===== config.mk =====
export PLATFORM = sky130hd
export DESIGN_NAME = ram_burst_reader
export DESIGN_NICKNAME = d
export VERILOG_FILES = /design/src/rtl/ram_burst_pkg.sv /design/src/rtl/stream_skid_fifo.sv /design/src/rtl/ram_burst_reader.sv
export SDC_FILE = /design/constraint.sdc
export NUM_CORES = 1
export LEC_CHECK = 0
export ABC_AREA = 1
export CORE_MARGIN = 2
export CORE_UTILIZATION = 57
export DETAILED_ROUTE_END_ITERATION = 10
export GPL_ROUTABILITY_DRIVEN = 1
export PLACE_DENSITY = 0.85
export SLEW_MARGIN = 20
export SYNTH_ARGS = -nofsm -noshare
export SYNTH_HDL_FRONTEND = slang
export SYNTH_HIERARCHICAL = 1
export SYNTH_SLANG_ARGS = --single-unit

===== constraint.sdc =====
create_clock -name clk -period 2.6 [get_ports clk]
set_input_delay 0.78 -clock clk [delete_from_list [all_inputs] [get_ports clk]]
set_output_delay 0.78 -clock clk [all_outputs]
set_load 0.05 [all_outputs]

===== src/rtl/ram_burst_pkg.sv =====
// Shared definitions for the RAM burst reader.
// Contents: burst FSM state type, output buffer depth, length saturation
// helper for a given RAM address width.
package ram_burst_pkg;

  typedef enum logic [1:0] {
    IDLE  = 2'd0,
    RUN   = 2'd1,
    DRAIN = 2'd2
  } state_t;

  localparam int unsigned BUF_DEPTH = 2;

  localparam int unsigned DEF_ADDR_WIDTH = 4;
  localparam int unsigned MAX_LEN = 2 ** DEF_ADDR_WIDTH;

  // Largest burst length for a RAM of 2**aw words.
  function automatic int unsigned max_len(input int unsigned aw);
    return 32'd1 << aw;
  endfunction

endpackage


===== src/rtl/stream_skid_fifo.sv =====
// Small FIFO holding stream bytes between the RAM read port and the
// valid/ready output.
// Ports:
//   clk, rst            clock, asynchronous active-high reset
//   push, push_data     write one entry
//   pop                 remove the head entry
//   head_data           current head entry
//   occupancy           number of stored entries
//   full, empty         occupancy flags
module stream_skid_fifo #(
  parameter int unsigned DATA_WIDTH = 8,
  parameter int unsigned DEPTH      = 2
) (
  input  logic                          clk,
  input  logic                          rst,
  input  logic                          push,
  input  logic [DATA_WIDTH-1:0]         push_data,
  input  logic                          pop,
  output logic [DATA_WIDTH-1:0]         head_data,
  output logic [$clog2(DEPTH+1)-1:0]    occupancy,
  output logic                          full,
  output logic                          empty
);

  localparam int unsigned PTR_W = (DEPTH > 1) ? $clog2(DEPTH) : 1;
  localparam int unsigned OCC_W = $clog2(DEPTH + 1);

  logic [DATA_WIDTH-1:0] mem [DEPTH];
  logic [PTR_W-1:0]      wr_ptr;
  logic [PTR_W-1:0]      rd_ptr;
  logic [OCC_W-1:0]      count;

  function automatic logic [PTR_W-1:0] ptr_next(input logic [PTR_W-1:0] p);
    return (p == PTR_W'(DEPTH - 1)) ? '0 : p + PTR_W'(1);
  endfunction

  always_ff @(posedge clk or posedge rst) begin
    if (rst) begin
      wr_ptr <= '0;
      rd_ptr <= '0;
      count  <= '0;
      for (int unsigned i = 0; i < DEPTH; i++) begin
        mem[i] <= '0;
      end
    end else begin
      if (push) begin
        mem[wr_ptr] <= push_data;
        wr_ptr      <= ptr_next(wr_ptr);
      end
      if (pop) begin
        rd_ptr <= ptr_next(rd_ptr);
      end
      case ({push, pop})
        2'b10:   count <= count + OCC_W'(1);
        2'b01:   count <= count - OCC_W'(1);
        default: count <= count;
      endcase
    end
  end

  assign head_data = mem[rd_ptr];
  assign occupancy = count;
  assign full      = (count == OCC_W'(DEPTH));
  assign empty     = (count == '0);

  a_no_overflow: assert property (@(posedge clk) disable iff (rst)
    !(push && full && !pop));
  a_no_underflow: assert property (@(posedge clk) disable iff (rst)
    !(pop && empty));

endmodule


===== src/rtl/ram_burst_reader.sv =====
// Reads a burst of consecutive bytes from a block RAM with a 1-cycle
// registered read port and presents them as a valid/ready byte stream.
// Ports:
//   clk, rst                    clock, asynchronous active-high reset
//   start, start_addr, length   burst command (sampled in IDLE only)
//   busy, done                  burst in progress / completion pulse
//   mem_r_enable, mem_r_addr    RAM read request
//   mem_r_data                  RAM read data (cycle after request)
//   m_valid, m_ready, m_data,   output byte stream
//   m_last
module ram_burst_reader
  import ram_burst_pkg::*;
#(
  parameter int unsigned ADDR_WIDTH = 4,
  parameter int unsigned DATA_WIDTH = 8
) (
  input  logic                  clk,
  input  logic                  rst,
  input  logic                  start,
  input  logic [ADDR_WIDTH-1:0] start_addr,
  input  logic [ADDR_WIDTH:0]   length,
  output logic                  busy,
  output logic                  done,
  output logic                  mem_r_enable,
  output logic [ADDR_WIDTH-1:0] mem_r_addr,
  input  logic [DATA_WIDTH-1:0] mem_r_data,
  output logic                  m_valid,
  input  logic                  m_ready,
  output logic [DATA_WIDTH-1:0] m_data,
  output logic                  m_last
);

  localparam int unsigned LEN_W = ADDR_WIDTH + 1;
  localparam logic [LEN_W-1:0] LEN_MAX = LEN_W'(max_len(ADDR_WIDTH));
  localparam int unsigned OCC_W = $clog2(BUF_DEPTH + 1);

  state_t               state;
  state_t               state_next;
  logic [ADDR_WIDTH-1:0] rd_ptr;
  logic [LEN_W-1:0]     issue_cnt;
  logic [LEN_W-1:0]     out_cnt;
  logic [LEN_W-1:0]     len_sat;
  logic                 inflight;
  logic                 done_q;
  logic                 done_next;
  logic                 issue;
  logic                 pop;
  logic                 accept;
  logic [OCC_W-1:0]     occ;
  logic [OCC_W:0]       pending;
  logic                 fifo_full;
  logic                 fifo_empty;

  // Credit check: buffered plus in-flight bytes, less the byte leaving this
  // cycle, must leave room for the byte requested now.
  always_comb begin
    len_sat    = (length > LEN_MAX) ? LEN_MAX : length;
    pop        = m_valid & m_ready;
    pending    = (OCC_W+1)'(occ) + (OCC_W+1)'(inflight);
    issue      = (state == RUN) && (issue_cnt != '0) &&
                 (pending < ((OCC_W+1)'(BUF_DEPTH) + (OCC_W+1)'(pop)));
    accept     = (state == IDLE) && start && (len_sat != '0);
    state_next = state;
    done_next  = 1'b0;
    case (state)
      IDLE: begin
        if (start) begin
          if (len_sat != '0) state_next = RUN;
          else               done_next  = 1'b1;
        end
      end
      RUN: begin
        if (issue && issue_cnt == LEN_W'(1)) state_next = DRAIN;
      end
      DRAIN: begin
        if (pop && out_cnt == LEN_W'(1)) begin
          state_next = IDLE;
          done_next  = 1'b1;
        end
      end
      default: state_next = IDLE;
    endcase
  end

  always_ff @(posedge clk or posedge rst) begin
    if (rst) begin
      state  <= IDLE;
      done_q <= 1'b0;
    end else begin
      state  <= state_next;
      done_q <= done_next;
    end
  end

  always_ff @(posedge clk or posedge rst) begin
    if (rst) begin
      rd_ptr    <= '0;
      issue_cnt <= '0;
      out_cnt   <= '0;
      inflight  <= 1'b0;
    end else begin
      inflight <= issue;
      if (accept) begin
        rd_ptr    <= start_addr;
        issue_cnt <= len_sat;
        out_cnt   <= len_sat;
      end else begin
        if (issue) begin
          rd_ptr    <= rd_ptr + ADDR_WIDTH'(1);
          issue_cnt <= issue_cnt - LEN_W'(1);
        end
        if (pop) begin
          out_cnt <= out_cnt - LEN_W'(1);
        end
      end
    end
  end

  stream_skid_fifo #(
    .DATA_WIDTH (DATA_WIDTH),
    .DEPTH      (BUF_DEPTH)
  ) u_buf (
    .clk       (clk),
    .rst       (rst),
    .push      (inflight),
    .push_data (mem_r_data),
    .pop       (pop),
    .head_data (m_data),
    .occupancy (occ),
    .full      (fifo_full),
    .empty     (fifo_empty)
  );

  assign busy         = (state != IDLE);
  assign done         = done_q;
  assign mem_r_enable = issue;
  assign mem_r_addr   = rd_ptr;
  assign m_valid      = !fifo_empty;
  assign m_last       = m_valid && (out_cnt == LEN_W'(1));

endmodule


==> results list <==
- Entering global routing, the biggest net connects 26 pins.
- For this design the ratio of total power to cell area is 1550 nW/um^2.
- Number of buffers inserted by hold repair at cts: 0
* Rel. slew slack: 0.526
- 0 antenna diodes ended up in the layout.
- Width of the die: 66.9 um
- Instance count of the mapped netlist: 294
* Total detailed-routing wirelength: 4900 um
- Total Power Consumption: 4.37 mW
- For this run, the share of the core covered by cells in the final layout is 0.754.
- For the worst setup path, the data required time is 1.82 ns.
- After detailed routing, the average wire length per cell comes to 12.6 um.
- Total half-perimeter wirelength after legalization and detailed placement: 3410 um
* Drt initial violations: 145
- On the final layout, the worst clock skew is 0.00605 ns.
* Result of the run: complete, no violations
- Nature of the critical path startpoint: input pin
- The count of pins over their slew limit is 0.
- For this configuration, the core starts out at a cell density of 0.603.
* Number of buffers created by CTS: 5
- Of all nets on the critical path, the largest fanout is 2.
- The die covers 4480 um^2.
* Fmax achieved: 0.390 GHz
- Counting every sink on the clock net gives 38.
- Syn. warnings: 6
- The initial antenna violation count was 0.
- Site Rows: 22
- The worst setup path is captured at an output port.
* Vias in the first global route: 1909
* CTS tree: yes
- The worst hold path belongs to the class reg -> reg.
- The root buffer cell chosen for the clock tree is clkbuf_8.
- Syn Std Cell Area: 2260 um^2
* Leak pwr: 1.52 nW
* Port buffer count: 37
- IR analysis of the VDD net gives a maximum drop of 0.999 mV.
* Weighted congestion at the end of routability-driven global placement: 0.837
- The clock passes through at most 2 buffers.
- Synthesis produced a netlist with a net count of 324.
- The net count of the finished layout is 369.
- Standard cell with the maximum stage delay on the critical path: clkdlybuf4s50_1
* # setup viols final: 0
- For the pin with the worst max-slew slack, the measured transition is 0.711 ns.
- Max-cap violations in this run came to 0.
* Maximum level of the CTS H-tree: 2
- Traced cell by cell, the critical path runs through clkdlybuf4s50_1 -> nand2_2 -> o21ai_4 -> nand2_4 -> inv_4 -> buf_12.
- Clk_lat worst skew: 0.29 ns
- Via count: 1964
* Hold Violations, Final: 0
* Height of the chip: 66.9 um
- First-pass GRT wire length: 8250 um
- Remaining routing DRC violations: 0
* Count of nets left with antenna violations after detail routing: 0
- Data on the critical path arrives at its endpoint at 1.78 ns.
- The setup path with the least slack is of type in -> out.
- Dividing the synthesized area by the synthesized cell count gives 7.68 um^2.
- Core Footprint: 3740 um^2
- During I/O placement, the number of pins put on the boundary was 38.
* Slowest stage delay, CP: 0.47 ns
- Period minus WS final: 2.56 ns
* Overflow after GRT: 0
* Post-DR vias/cell: 5.06
* Global Route Usage Sum: 0.246
- After clock tree synthesis, the clock-pin slew on the worst setup and hold paths is 0.07 ns.
- Area overhead of the layout relative to synthesis: 25.0%
- Of the cells placed in the final design, the portion with a size suffix greater than 1 is 0.171.
* 1st-pass router iterations: 4
* Final Cycle Share: 0.986
-- cell type report --
cell class,count,area (um^2)
inverter,46,175
clock inverter,2,60.1
fill,267,921
clock buffer,6,82.6
multi-input combinational,202,1070
tap,48,60.1
sequential,38,951
timing repair buffer,46,425
-- report_power, final --
part,switching [mW],internal [mW]
Combinational,1.67,0.946
Sequential,0.257,0.881
Clock,0.212,0.409
Total,2.14,2.24
-- per-stage QoR --
stage	TNS, ns	hold slack (ns)	cells	worst slack (ns)	area (um^2)
after floorplan	0	0.453	294	0.0458	2260
after CTS	0	0.487	385	0.0425	2800
after global placement	0	0.465	377	0.0178	2650
after detailed placement	-0.00424	0.469	377	-0.00424	2650
after global routing	-0.0152	0.512	388	-0.0152	2820
final	0	0.484	388	0.0368	2820
-- registers in the layout (all words and copies together), names as in the netlist --
register         flops
mem_r_addr           4
state                2
u_buf/wr_ptr         1
u_buf/occupancy      2
issue_cnt            5
done                 1
inflight             1
u_buf/mem           16
u_buf/rd_ptr         1
out_cnt              5
-- timing repair --
action	in CTS	in global routing
gates resized for setup	2	1
pin swaps	0	3
endpoints found under the setup margin	1	1
buffers inserted	0	3
-- critical path: cells and delay by family --
| kind | cells | cell delay, ns |
|---|---|---|
| AO/OA/AOI/OAI | 1 | 0.18 |
| buffers and inverters | 3 | 0.67 |
| AND/OR/NAND/NOR | 2 | 0.15 |
-- path summary, 6_finish.rpt --
| kind | start | endpoint | slack [ns] | cells past startpoint |
|---|---|---|---|---|
| min reg2reg | u_buf/mem[11] | u_buf/mem[11] | 0.48 | 2 |
| max reg2reg | u_buf/occupancy[0] | u_buf/occupancy[1] | 0.72 | 11 |
| min | u_buf/mem[11] | u_buf/mem[11] | 0.48 | 2 |
| max in group asynchronous | rst | mem_r_addr[0] | 1.47 | 3 |
| min in group asynchronous | rst | inflight | 0.69 | 2 |
| max | m_ready | mem_r_enable | 0.04 | 6 |
-- cells in the final DEF, fill, tap and decap left out, drive strengths merged --
cell / n
nand3: 24
xnor2: 1
buf: 19
nor2: 13
or2: 1
a21oi: 1
nand3b: 2
ha: 9
o21ai: 27
xor2: 5
bufinv: 2
nand2: 114
dfrtp: 38
inv: 46
clkdlybuf4s50: 27
nand4: 3
clkbuf: 6
nor3: 1
o31ai: 1
-- per-layer routing --
layer	routed length, um	vias to the layer above	GRT usage
li1	-	996	-
met1	2110	909	0.292
met2	2500	52	0.435
met3	228	7	0.0574
met4	59	0	0.0791
met5	0	-	0
Power figures use the tool's default switching activity.
